--- config.mk ---
export PLATFORM = sky130hd
export DESIGN_NAME = mem_arb
export DESIGN_NICKNAME = d
export VERILOG_FILES = /design/src/rtl/mem_arb.sv
export SDC_FILE = /design/constraint.sdc
export NUM_CORES = 1
export LEC_CHECK = 0
export BUFFER_PORTS_ARGS = -buffer_cell sky130_fd_sc_hd__buf_4
export CAP_MARGIN = 20
export CORE_AREA = 10 10 111 113
export DETAILED_ROUTE_END_ITERATION = 6
export DIE_AREA = 0 0 121 123
export PLACE_DENSITY = 0.65
export SYNTH_ARGS = -nofsm -noshare
export SYNTH_HDL_FRONTEND = slang
export SYNTH_SLANG_ARGS = --single-unit
--- constraint.sdc ---
create_clock -name clk -period 3.4 [get_ports clk]
set_input_delay 0.68 -clock clk [delete_from_list [all_inputs] [get_ports clk]]
set_output_delay 0.68 -clock clk [all_outputs]
set_load 0.02 [all_outputs]
--- src/rtl/mem_arb.sv ---
// mem_arb: two-master arbiter for the shared data-memory port.
// Master 0 (core load/store) and master 1 (debug loader / DMA) compete for
// one downstream access per cycle. Read data returns RD_LATENCY cycles after
// the grant and goes only to the master that issued the read.
// Optional build macro MEM_ARB_RR_EN: fair round-robin instead of fixed
// priority with a MAX_WAIT starvation bound for master 1.
module mem_arb #(
  parameter int MAX_WAIT   = 4,
  parameter int RD_LATENCY = 1
) (
  input  logic        clk,
  input  logic        rst,
  input  logic        i_m0_req,
  input  logic [29:0] i_m0_addr,
  input  logic [31:0] i_m0_data,
  input  logic [3:0]  i_m0_mask,
  input  logic        i_m0_wren,
  output logic        o_m0_gnt,
  output logic        o_m0_rvalid,
  output logic [31:0] o_m0_data,
  input  logic        i_m1_req,
  input  logic [29:0] i_m1_addr,
  input  logic [31:0] i_m1_data,
  input  logic [3:0]  i_m1_mask,
  input  logic        i_m1_wren,
  output logic        o_m1_gnt,
  output logic        o_m1_rvalid,
  output logic [31:0] o_m1_data,
  output logic [29:0] o_mem_addr,
  output logic [31:0] o_mem_data,
  output logic [3:0]  o_mem_mask,
  output logic        o_mem_wren,
  input  logic [31:0] i_mem_data
);

  logic       w_gnt0;
  logic       w_gnt1;
  logic [3:0] r_wait_cnt;
  logic       w_push_valid;
  logic       w_push_id;
  logic       w_out_valid;
  logic       w_out_id;

`ifdef MEM_ARB_RR_EN
  // Most recently granted master; reset to 1 so master 0 wins first contention.
  logic r_last;

  // Round-robin grant: on contention the master that was not granted last wins.
  // Grants are masked by rst so every output is 0 while reset is held.
  always_comb begin
    w_gnt1 = !rst && i_m1_req && (!i_m0_req || !r_last);
    w_gnt0 = !rst && i_m0_req && !w_gnt1;
  end

  // Pointer follows every grant.
  always_ff @(posedge clk or posedge rst) begin
    if (rst) begin
      r_last <= 1'b1;
    end else if (w_gnt1) begin
      r_last <= 1'b1;
    end else if (w_gnt0) begin
      r_last <= 1'b0;
    end
  end

  // Starvation counter is not needed under round-robin; keep it parked at 0.
  always_ff @(posedge clk or posedge rst) begin
    if (rst) begin
      r_wait_cnt <= 4'd0;
    end else begin
      r_wait_cnt <= 4'd0;
    end
  end
`else
  logic w_force;

  // Fixed priority to master 0, overridden once master 1 has waited MAX_WAIT cycles.
  always_comb begin
    w_force = i_m1_req && (r_wait_cnt == 4'(MAX_WAIT));
    w_gnt1  = !rst && i_m1_req && (w_force || !i_m0_req);
    w_gnt0  = !rst && i_m0_req && !w_gnt1;
  end

  // Count consecutive denied cycles of master 1, saturating at MAX_WAIT.
  always_ff @(posedge clk or posedge rst) begin
    if (rst) begin
      r_wait_cnt <= 4'd0;
    end else if (!i_m1_req || w_gnt1) begin
      r_wait_cnt <= 4'd0;
    end else if (r_wait_cnt != 4'(MAX_WAIT)) begin
      r_wait_cnt <= r_wait_cnt + 4'd1;
    end
  end
`endif

  assign o_m0_gnt = w_gnt0;
  assign o_m1_gnt = w_gnt1;

  // Steer the granted master's payload downstream; all zero when idle so no
  // stray write can ever reach memory.
  always_comb begin
    o_mem_addr = 30'd0;
    o_mem_data = 32'd0;
    o_mem_mask = 4'd0;
    o_mem_wren = 1'b0;
    if (w_gnt1) begin
      o_mem_addr = i_m1_addr;
      o_mem_data = i_m1_data;
      o_mem_mask = i_m1_mask;
      o_mem_wren = i_m1_wren;
    end else if (w_gnt0) begin
      o_mem_addr = i_m0_addr;
      o_mem_data = i_m0_data;
      o_mem_mask = i_m0_mask;
      o_mem_wren = i_m0_wren;
    end
  end

  // Entry for the return pipeline: valid only for a granted read, tagged with its owner.
  always_comb begin
    w_push_valid = (w_gnt0 && !i_m0_wren) || (w_gnt1 && !i_m1_wren);
    w_push_id    = w_gnt1;
  end

  // RD_LATENCY-deep shift register tracking which master owns each returning word.
  genvar gi;
  generate
    for (gi = 0; gi < RD_LATENCY; gi++) begin : g_pipe
      logic r_valid;
      logic r_id;
      if (gi == 0) begin : g_head
        // First stage captures the access granted this cycle.
        always_ff @(posedge clk or posedge rst) begin
          if (rst) begin
            r_valid <= 1'b0;
            r_id    <= 1'b0;
          end else begin
            r_valid <= w_push_valid;
            r_id    <= w_push_id;
          end
        end
      end else begin : g_tail
        // Later stages simply delay the previous stage by one cycle.
        always_ff @(posedge clk or posedge rst) begin
          if (rst) begin
            r_valid <= 1'b0;
            r_id    <= 1'b0;
          end else begin
            r_valid <= g_pipe[gi-1].r_valid;
            r_id    <= g_pipe[gi-1].r_id;
          end
        end
      end
    end
  endgenerate

  assign w_out_valid = g_pipe[RD_LATENCY-1].r_valid;
  assign w_out_id    = g_pipe[RD_LATENCY-1].r_id;

  // Route returning data only to its owner; the other master sees zeros.
  always_comb begin
    o_m0_rvalid = w_out_valid && !w_out_id;
    o_m1_rvalid = w_out_valid && w_out_id;
    o_m0_data   = o_m0_rvalid ? i_mem_data : 32'd0;
    o_m1_data   = o_m1_rvalid ? i_mem_data : 32'd0;
  end

endmodule

==> metrics.yaml, run 1 <==
run_status: "complete, no violations"
port_buffers: 304
cellLeakagePower_uw: 0.002319
syn-num-nets: 360
synth-seq-cells: 6
arrival_ns: 2.20
drive_gt1_share_pct: 66.25
yosys.cell_types.count: 22
vias: 2722
nets: 651
initial_core_util_pct: 14.46
grt_pass1_vias: 2836
wirelength_mm: 12.18
worstSetupStartpointType: "flip-flop"
antenna_found_initial: 0
finalHoldViolCount: 0
synth_cells: 188
yosys.area.top_type: "a22o_1"
finalPower_uw: 684.9
syn_area_per_cell_um2: 7.800
cp_data_required_time_ns: 2.72
htree_levels: 1
dr.pass1.iters: 4
design.portCount: 305
fmax_mhz: 347.8
track_usage_pct: 14.04
cts_root_buf: "clkbuf_8"
slowest_delay_ns: 0.41
grt_first_pass_wirelength_mm: 16.86
dpl-instance-area_mm2: 0.003864
rsz0062_at_grt: "false"
ctsHoldBuffers: 0
n_antenna_cell: 0
slew_violations: 0
period_share_pct: 84.58
drv_cap: 0
relSlewSlack_pct: 78.60
p_per_area_mw_per_mm2: 175.4
clkTransAtPathRegs_ns: 0.04
post_cts_buffers: 0
yosysWarnings: 0
hold_path_class: "input pin to asynchronous set/reset pin"
overflow: 0
yosysTopAreaCellShare_pct: 40.61
setup_viol: 0
clock_path_buffers: 2
crit_fanout: 61
dp_cells: 610
worstSetupPathType: "flip-flop to output pin"
drcViolationCount: 0
skew_ns: 0.004536
crit_chain: "inv_1 > ha_1 > nand3b_1 > a21oi_4 > buf_12 > a22o_1 > buf_4"
dieArea_mm2: 0.01488
crit_slowest_cell: "dfrtp_1"
final_area_mm2: 0.003905
critPathBufInv: 3
min_period_ns: 2.876
drtIter0Drc: 114
clk_latency_ns: 0.23
layout-area-overhead-vs-synth_pct: 166.3
post-dp-hpwl_mm: 10.81
end_kind: "output pin"
wl_per_cell_um: 19.87
synth_area_mm2: 0.001466
tns_ns: 0
instances_no_fill: 613
worst_pin_slew_ns: 0.3203
dieHeight_um: 123
ys_seq_area_share_pct: 10.24
gp_congestion: 0.8663
yosys-top-cells-area: "a22o_1, and3_1, and2_1"
cts_tree: "yes"
core_mm2: 0.01014
cts_sinks: 6
ctsResizeCount: 0
rows: 37
peakVddDrop_mv: 0.09113
ant_nets: 0
die_w_um: 121
numCtsBuffers: 3
hold_slack_ns: 0.3927
grt_max_degree: 70
cp_top_family: "compound AO/OA/AOI/OAI gates"
vias_per_cell: 4.440
flip-flops by register name, indices dropped and copies added (netlist names):
signal and count:
g_pipe.r_valid 1, g_pipe.r_id 1, r_wait_cnt 4
path summary, 6_finish.rpt:
kind | startpoint | slack [ns] | depth (start not counted) | endpoint
max in group asynchronous | rst | 2.81 | 2 | r_wait_cnt[2]$_DFFE_PP0P_
worst max-delay path | r_wait_cnt[0]$_DFFE_PP0P_ | 0.52 | 7 | o_mem_data[15]
worst min-delay path | rst | 0.39 | 2 | g_pipe[0].r_id$_DFF_PP0_
min in group clk | r_wait_cnt[3]$_DFFE_PP0P_ | 0.70 | 2 | r_wait_cnt[3]$_DFFE_PP0P_
worst min register to register | r_wait_cnt[3]$_DFFE_PP0P_ | 0.70 | 2 | r_wait_cnt[3]$_DFFE_PP0P_
worst max register to register | r_wait_cnt[0]$_DFFE_PP0P_ | 1.51 | 6 | g_pipe[0].r_valid$_DFF_PP0_
power by group:
part	internal, uW	total, uW	switching [uW]
Sequential	76.0	79.7	3.73
Clock	76.0	107	30.8
Combinational	268	498	230
cell usage after synthesis:
library cell and instances:
nand2_1 1, and2_1 33, xnor2_1 2, nand3_1 1, and3b_1 1, mux2_2 2
buf_4 1, buf_2 10, nand2b_1 2, nor2_1 1, nand3b_1 1, dfrtp_1 6
a21oi_4 1, buf_6 3, and3_1 36, a21oi_2 1, ha_1 2, nor2b_1 1
clkbuf_1 9, inv_1 5, a21o_1 1, a22o_1 68
cells by family (layout without fill, tap and decap cells):
group / count (synthesis) / count (layout) / synth area share (%)
and+or+nand+nor: 77 / 77 / 32.68
buffers and inverters: 28 / 317 / 9.812
muxes: 2 / 2 / 1.536
DFF: 6 / 6 / 10.24
AOI/OAI and AO/OA: 71 / 71 / 42.83
xor gates and xnor gates: 2 / 2 / 1.195
adders and majority gates: 2 / 2 / 1.706
layout by cell type (no fill, tap or decap), drive strengths merged:
cell type  count
a21oi          2
xnor2          2
nand2b         2
nand2          1
ha             2
dfrtp          6
buf          309
and2          33
a21o           1
inv            5
nand3b         1
and3b          1
nand3          1
and3          36
a22o          68
clkbuf         3
mux2           2
nor2           1
nor2b          1
cell type report:
type                            instances  area [um2]
Timing Repair Buffer                  309        2345
Inverter                                5       18.77
Sequential cell                         6       150.1
Clock buffer                            3       41.29
Multi-Input combinational cell        154        1180
Tap cell                              136       170.2
Fill cell                            1036        6233
routing by layer:
layer / global-route usage, % / vias up / part of all wire [%]
met5: 0 / - / 0
met3: 7.475 / 15 / 14
met2: 25.07 / 197 / 51
met4: 3.695 / 0 / 1.8
met1: 14.04 / 1214 / 34
li1: - / 1296 / -
through the flow:
step	setup WS [ns]	util, %
after floorplan	1.151	-
after global placement	0.8270	38.11
after detailed placement	0.7804	38.11
after CTS	0.5283	38.52
after global routing	0.4078	38.52
final	0.5244	38.52
Note: power is estimated with default switching activity, not from simulation.
==> run 2, diff against run 1 <==
CORE_AREA = 10 10 109 111   (was 10 10 111 113)
DIE_AREA = 0 0 119 121   (was 0 0 121 123)
PLACE_DENSITY = 0.69   (was 0.65)
clock period = 2.35 ns   (was 3.4 ns; I/O delays follow)
==> metrics.yaml, run 2 (synthesis gave the netlist of run 1 again) <==
initial_core_util_pct: 15.21
rows: 36
slew_violations: 0
pwr-share-comb_pct: 74.9
clk_latency_ns: 0.23
wl_met1_mm: 4.920
nets: 666
top_layer_used: "met4"
p_sw_share_pct: 39.19
dieArea_mm2: 0.01440
cts_tree: "yes"
p_int_uw: 657.6
end_kind: "output pin"
worst_pin_slew_ns: 0.2595
clock_path_buffers: 2
worstSetupPathType: "flip-flop to output pin"
drcViolationCount: 0
final_area_mm2: 0.004199
drive_gt1_share_pct: 68.90
relSlewSlack_pct: 82.70
overflow: 0
clkPwrFrac_pct: 14.5
p_per_area_mw_per_mm2: 257.5
htree_levels: 1
routed-wl-met2_mm: 7.256
cellLeakagePower_uw: 0.002460
hold_path_class: "input pin to asynchronous set/reset pin"
drtIter0Drc: 107
drv_cap: 0
wl_per_cell_um: 22.43
track_usage_pct: 16.43
port_buffers: 304
grt_max_degree: 41
clkTransAtPathRegs_ns: 0.04
n_antenna_cell: 0
crit_fanout: 8
final_common_cell: "buf_4"
min_period_ns: 2.336
worstSetupStartpointType: "flip-flop"
fmax_mhz: 428.1
ctsHoldBuffers: 0
cp_data_required_time_ns: 1.88
top_register: "r_wait_cnt"
numCtsBuffers: 3
die_w_um: 119
top_regs: "r_wait_cnt x4, g_pipe.r_id x1, g_pipe.r_valid x1"
period_share_pct: 99.41
finalHoldViolCount: 0
peakVddDrop_mv: 0.1357
wirelength_mm: 14.02
cts_root_buf: "clkbuf_8"
post-dp-hpwl_mm: 11.55
tns_ns: 0
gp_congestion: 0.8970
dpl-instance-area_mm2: 0.003880
finalPower_uw: 1081
skew_ns: 0.006071
dieHeight_um: 121
worst-r2r-cell-count: 7
vias_per_cell: 4.595
pre_cts_ws_ns: 0.05162
antenna_found_initial: 0
fin_ws_ns: 0.01389
dr.pass1.iters: 4
design.portCount: 305
layout-area-overhead-vs-synth_pct: 186.3
core_mm2: 0.009639
run_status: "complete, no violations"
p_switching_uw: 423.7
setup_viol: 0
cts_sinks: 6
mostFrequentLayoutCells: "buf_4, a22o_1, and3_1"
grt_pass1_vias: 3062
grt_first_pass_wirelength_mm: 18.86
pwr-share-seq_pct: 10.5
largest_register_ffs: 4
ant_nets: 0
dr_wl_met3_mm: 1.618
vias: 2872
arrival_ns: 1.87
==> run 2: changes by cell type in the layout (fill, tap and decap cells not counted), moves of 3 or more <==
cell,change
a22o_4,+5
buf_12,+3
a22o_1,-5
clkbuf_16,+3
buf_6,+10
==> run 2: area by class of cell <==
cell class	count	area [um2]
Clock buffer	3	41.29
Fill cell	997	5440
Inverter	5	18.77
Multi-Input combinational cell	154	1237
Sequential cell	6	150.1
Tap cell	133	166.4
Timing Repair Buffer	324	2585
==> run 2: metrics by stage <==
step / hold WS (ns) / util (%) / instances
global route: 0.1998 / 43.56 / 625
CTS: 0.1783 / 41.97 / 619
detailed placement: 0.4180 / 40.25 / 608
finish: 0.1752 / 43.56 / 625
floorplan: 0.2610 / - / 188
global placement: 0.4117 / 40.25 / 608
==> run 2: power groups by stage <==
| stage | combinational [uW] | clock [uW] | sequential (uW) |
|---|---|---|---|
| floorplan | 300 | 0 | 117 |
| global placement | 733 | 0 | 116 |
| detailed placement | 742 | 0 | 117 |
| CTS | 777 | 159 | 113 |
| global route | 852 | 166 | 114 |
| finish | 810 | 157 | 114 |
==> run 2: worst max-delay path, cell delays in order (launching register included) <==
cell       delay (ns)
dfrtp_1          0.36
inv_2            0.06
ha_4             0.16
and3b_2          0.22
a21oi_4          0.21
buf_4            0.19
clkbuf_16        0.16
a22o_1           0.13
buf_4            0.14
==> run 2: what timing repair did <==
| action | 4_1_cts | 5_1_grt |
|---|---|---|
| endpoints found under the setup margin | 67 | 61 |
| resized for setup | 6 | 17 |
| gates cloned | 2 | 4 |
| endpoints found under the hold margin | 0 | 0 |
| pin swaps | 3 | 7 |
| setup buffers | 6 | 4 |
==> run 2: worst paths after layout <==
kind / from / end / slack (ns)
worst max-delay path: r_wait_cnt[1]$_DFFE_PP0P_ / o_mem_addr[15] / 0.01
worst min-delay path: rst / r_wait_cnt[0]$_DFFE_PP0P_ / 0.18
worst max register to register: r_wait_cnt[1]$_DFFE_PP0P_ / g_pipe[0].r_valid$_DFF_PP0_ / 0.79
worst min register to register: r_wait_cnt[3]$_DFFE_PP0P_ / r_wait_cnt[3]$_DFFE_PP0P_ / 0.75
max in group asynchronous: rst / r_wait_cnt[3]$_DFFE_PP0P_ / 1.98
min in group clk: i_m1_req / r_wait_cnt[0]$_DFFE_PP0P_ / 0.55
==> run 2: per-layer routing <==
| metal | global-route usage, % | up-vias |
|---|---|---|
| met2 | 29.46 | 208 |
| met4 | 4.275 | 0 |
| met1 | 17.09 | 1321 |
| met5 | 0 | - |
| met3 | 7.399 | 13 |
| li1 | - | 1330 |
==> run 3, diff against run 2 <==
PLACE_DENSITY = default   (was 0.69)
PLACE_DENSITY_LB_ADDON = 0.05   (was default)
==> metrics.yaml, run 3 (synthesis gave the netlist of run 1 again) <==
worst_pin_slew_ns: 0.2464
dr.pass1.iters: 4
worstSetupPathType: "flip-flop to output pin"
n_antenna_cell: 0
clock_path_buffers: 2
drtIter0Drc: 100
top_register: "r_wait_cnt"
run_status: "complete, no violations"
final_area_mm2: 0.004399
ant_nets: 0
cp_data_required_time_ns: 1.88
dieHeight_um: 121
drive_gt1_share_pct: 68.54
mostFrequentLayoutCells: "buf_4, a22o_1, buf_6"
wirelength_mm: 14.20
nets: 673
relSlewSlack_pct: 83.58
vias_per_cell: 4.415
design.portCount: 305
drv_cap: 0
dpl-instance-area_mm2: 0.003902
grt_first_pass_wirelength_mm: 18.70
p_per_area_mw_per_mm2: 250.2
clk_latency_ns: 0.22
cts_tree: "yes"
setup_viol: 0
antenna_found_initial: 0
core_mm2: 0.009639
top_regs: "r_wait_cnt x4, g_pipe.r_id x1, g_pipe.r_valid x1"
track_usage_pct: 16.50
dieArea_mm2: 0.01440
final_common_cell: "buf_4"
cts_root_buf: "clkbuf_8"
numCtsBuffers: 3
overflow: 0
crit_fanout: 7
cellLeakagePower_uw: 0.002527
grt_max_degree: 34
rows: 36
htree_levels: 1
end_kind: "output pin"
layout-area-overhead-vs-synth_pct: 200.0
cts_sinks: 6
port_buffers: 304
skew_ns: 0.003911
initial_core_util_pct: 15.21
hold_path_class: "input pin to asynchronous set/reset pin"
cp_common_cell: "buf_12"
die_w_um: 119
min_period_ns: 2.350
clkTransAtPathRegs_ns: 0.04
largest_register_ffs: 4
grt_pass1_vias: 2919
worstSetupStartpointType: "flip-flop"
rsz0062_at_grt: "true"
slowest_delay_ns: 0.35
drcViolationCount: 0
arrival_ns: 1.88
period_share_pct: 99.99
utilization_pct: 45.64
gp_congestion: 0.7763
peakVddDrop_mv: 0.1451
fmax_mhz: 425.6
slew_violations: 0
vias: 2790
ctsHoldBuffers: 0
wl_per_cell_um: 22.47
finalHoldViolCount: 0
crit_slowest_cell: "dfrtp_1"
post-dp-hpwl_mm: 11.62
crit_chain: "inv_1 > ha_2 > and3b_2 > a21oi_4 > buf_12 > buf_12 > a22o_1 > buf_6"
run 3: cell count changes in the layout (fill, tap and decap cells not counted):
| cell | before | now |
|---|---|---|
| buf_6 | 10 | 41 |
| buf_4 | 306 | 278 |
| a22o_1 | 63 | 66 |
| a22o_4 | 5 | 2 |
| clkbuf_16 | 3 | 5 |
| buf_12 | 5 | 6 |
| buf_16 | 0 | 1 |
| ha_2 | 0 | 1 |
| ha_4 | 1 | 0 |
| inv_1 | 4 | 5 |
| inv_2 | 1 | 0 |
run 3: cell type report:
class                      instances  area [um2]
sequential                         6       150.1
clock buffer                       3       41.29
tap                              133       166.4
multi-input combinational        154        1201
inverter                           5       18.77
fill                            1017        5240
timing repair buffer             331        2821
run 3: per-stage QoR:
stage	TNS [ns]	cells	power, uW	setup slack [ns]	hold slack, ns
4_1_cts	0	619	1026	0.02451	0.1911
3_3_place_gp	0	611	848.7	0.1515	0.4266
3_5_place_dp	0	611	849.5	0.1344	0.4268
2_1_floorplan	0	188	416.5	0.3113	0.2610
5_1_grt	-1.877	632	1155	-0.05947	0.2090
6_report	0	632	1101	0.0002958	0.1869
run 3: report_power, final:
group          leakage (uW)  switching (uW)  internal (uW)
Clock             0.0000216            45.1            110
Combinational       0.00242             364            468
Sequential        0.0000808            3.81            110
run 3: final timing paths:
path | endpoint | cells past startpoint | startpoint | slack [ns]
setup / recovery | o_mem_addr[3] | 8 | r_wait_cnt[0]$_DFFE_PP0P_ | 0.0003
hold / removal | r_wait_cnt[0]$_DFFE_PP0P_ | 2 | rst | 0.19
setup reg to reg | g_pipe[0].r_valid$_DFF_PP0_ | 8 | r_wait_cnt[0]$_DFFE_PP0P_ | 0.69
hold reg to reg | r_wait_cnt[3]$_DFFE_PP0P_ | 2 | r_wait_cnt[3]$_DFFE_PP0P_ | 0.72
max in group asynchronous | g_pipe[0].r_id$_DFF_PP0_ | 2 | rst | 1.96
min in group clk | r_wait_cnt[3]$_DFFE_PP0P_ | 2 | i_m1_req | 0.55
run 3: worst max-delay path: cells and delay by family (launching register included):
| kind | cells | cell delay, ns |
|---|---|---|
| compound gates | 2 | 0.40 |
| flops | 1 | 0.35 |
| simple gates | 1 | 0.22 |
| fa+ha+maj | 1 | 0.18 |
| buf+inv | 4 | 0.48 |
run 3: timing repair:
item / in CTS / in global routing
gates resized for setup: 2 / 46
setup endpoints to repair: 67 / 67
pin swaps: 2 / 10
cloned: 1 / 7
setup buffers: 4 / 7
run 3: layer usage:
layer | GRT usage, % | routed length, um | up-vias
li1 | - | - | 1344
met1 | 15.54 | 4732 | 1264
met2 | 32.19 | 7811 | 170
met3 | 6.980 | 1440 | 12
met4 | 3.817 | 216 | 0
met5 | 0 | 0 | -
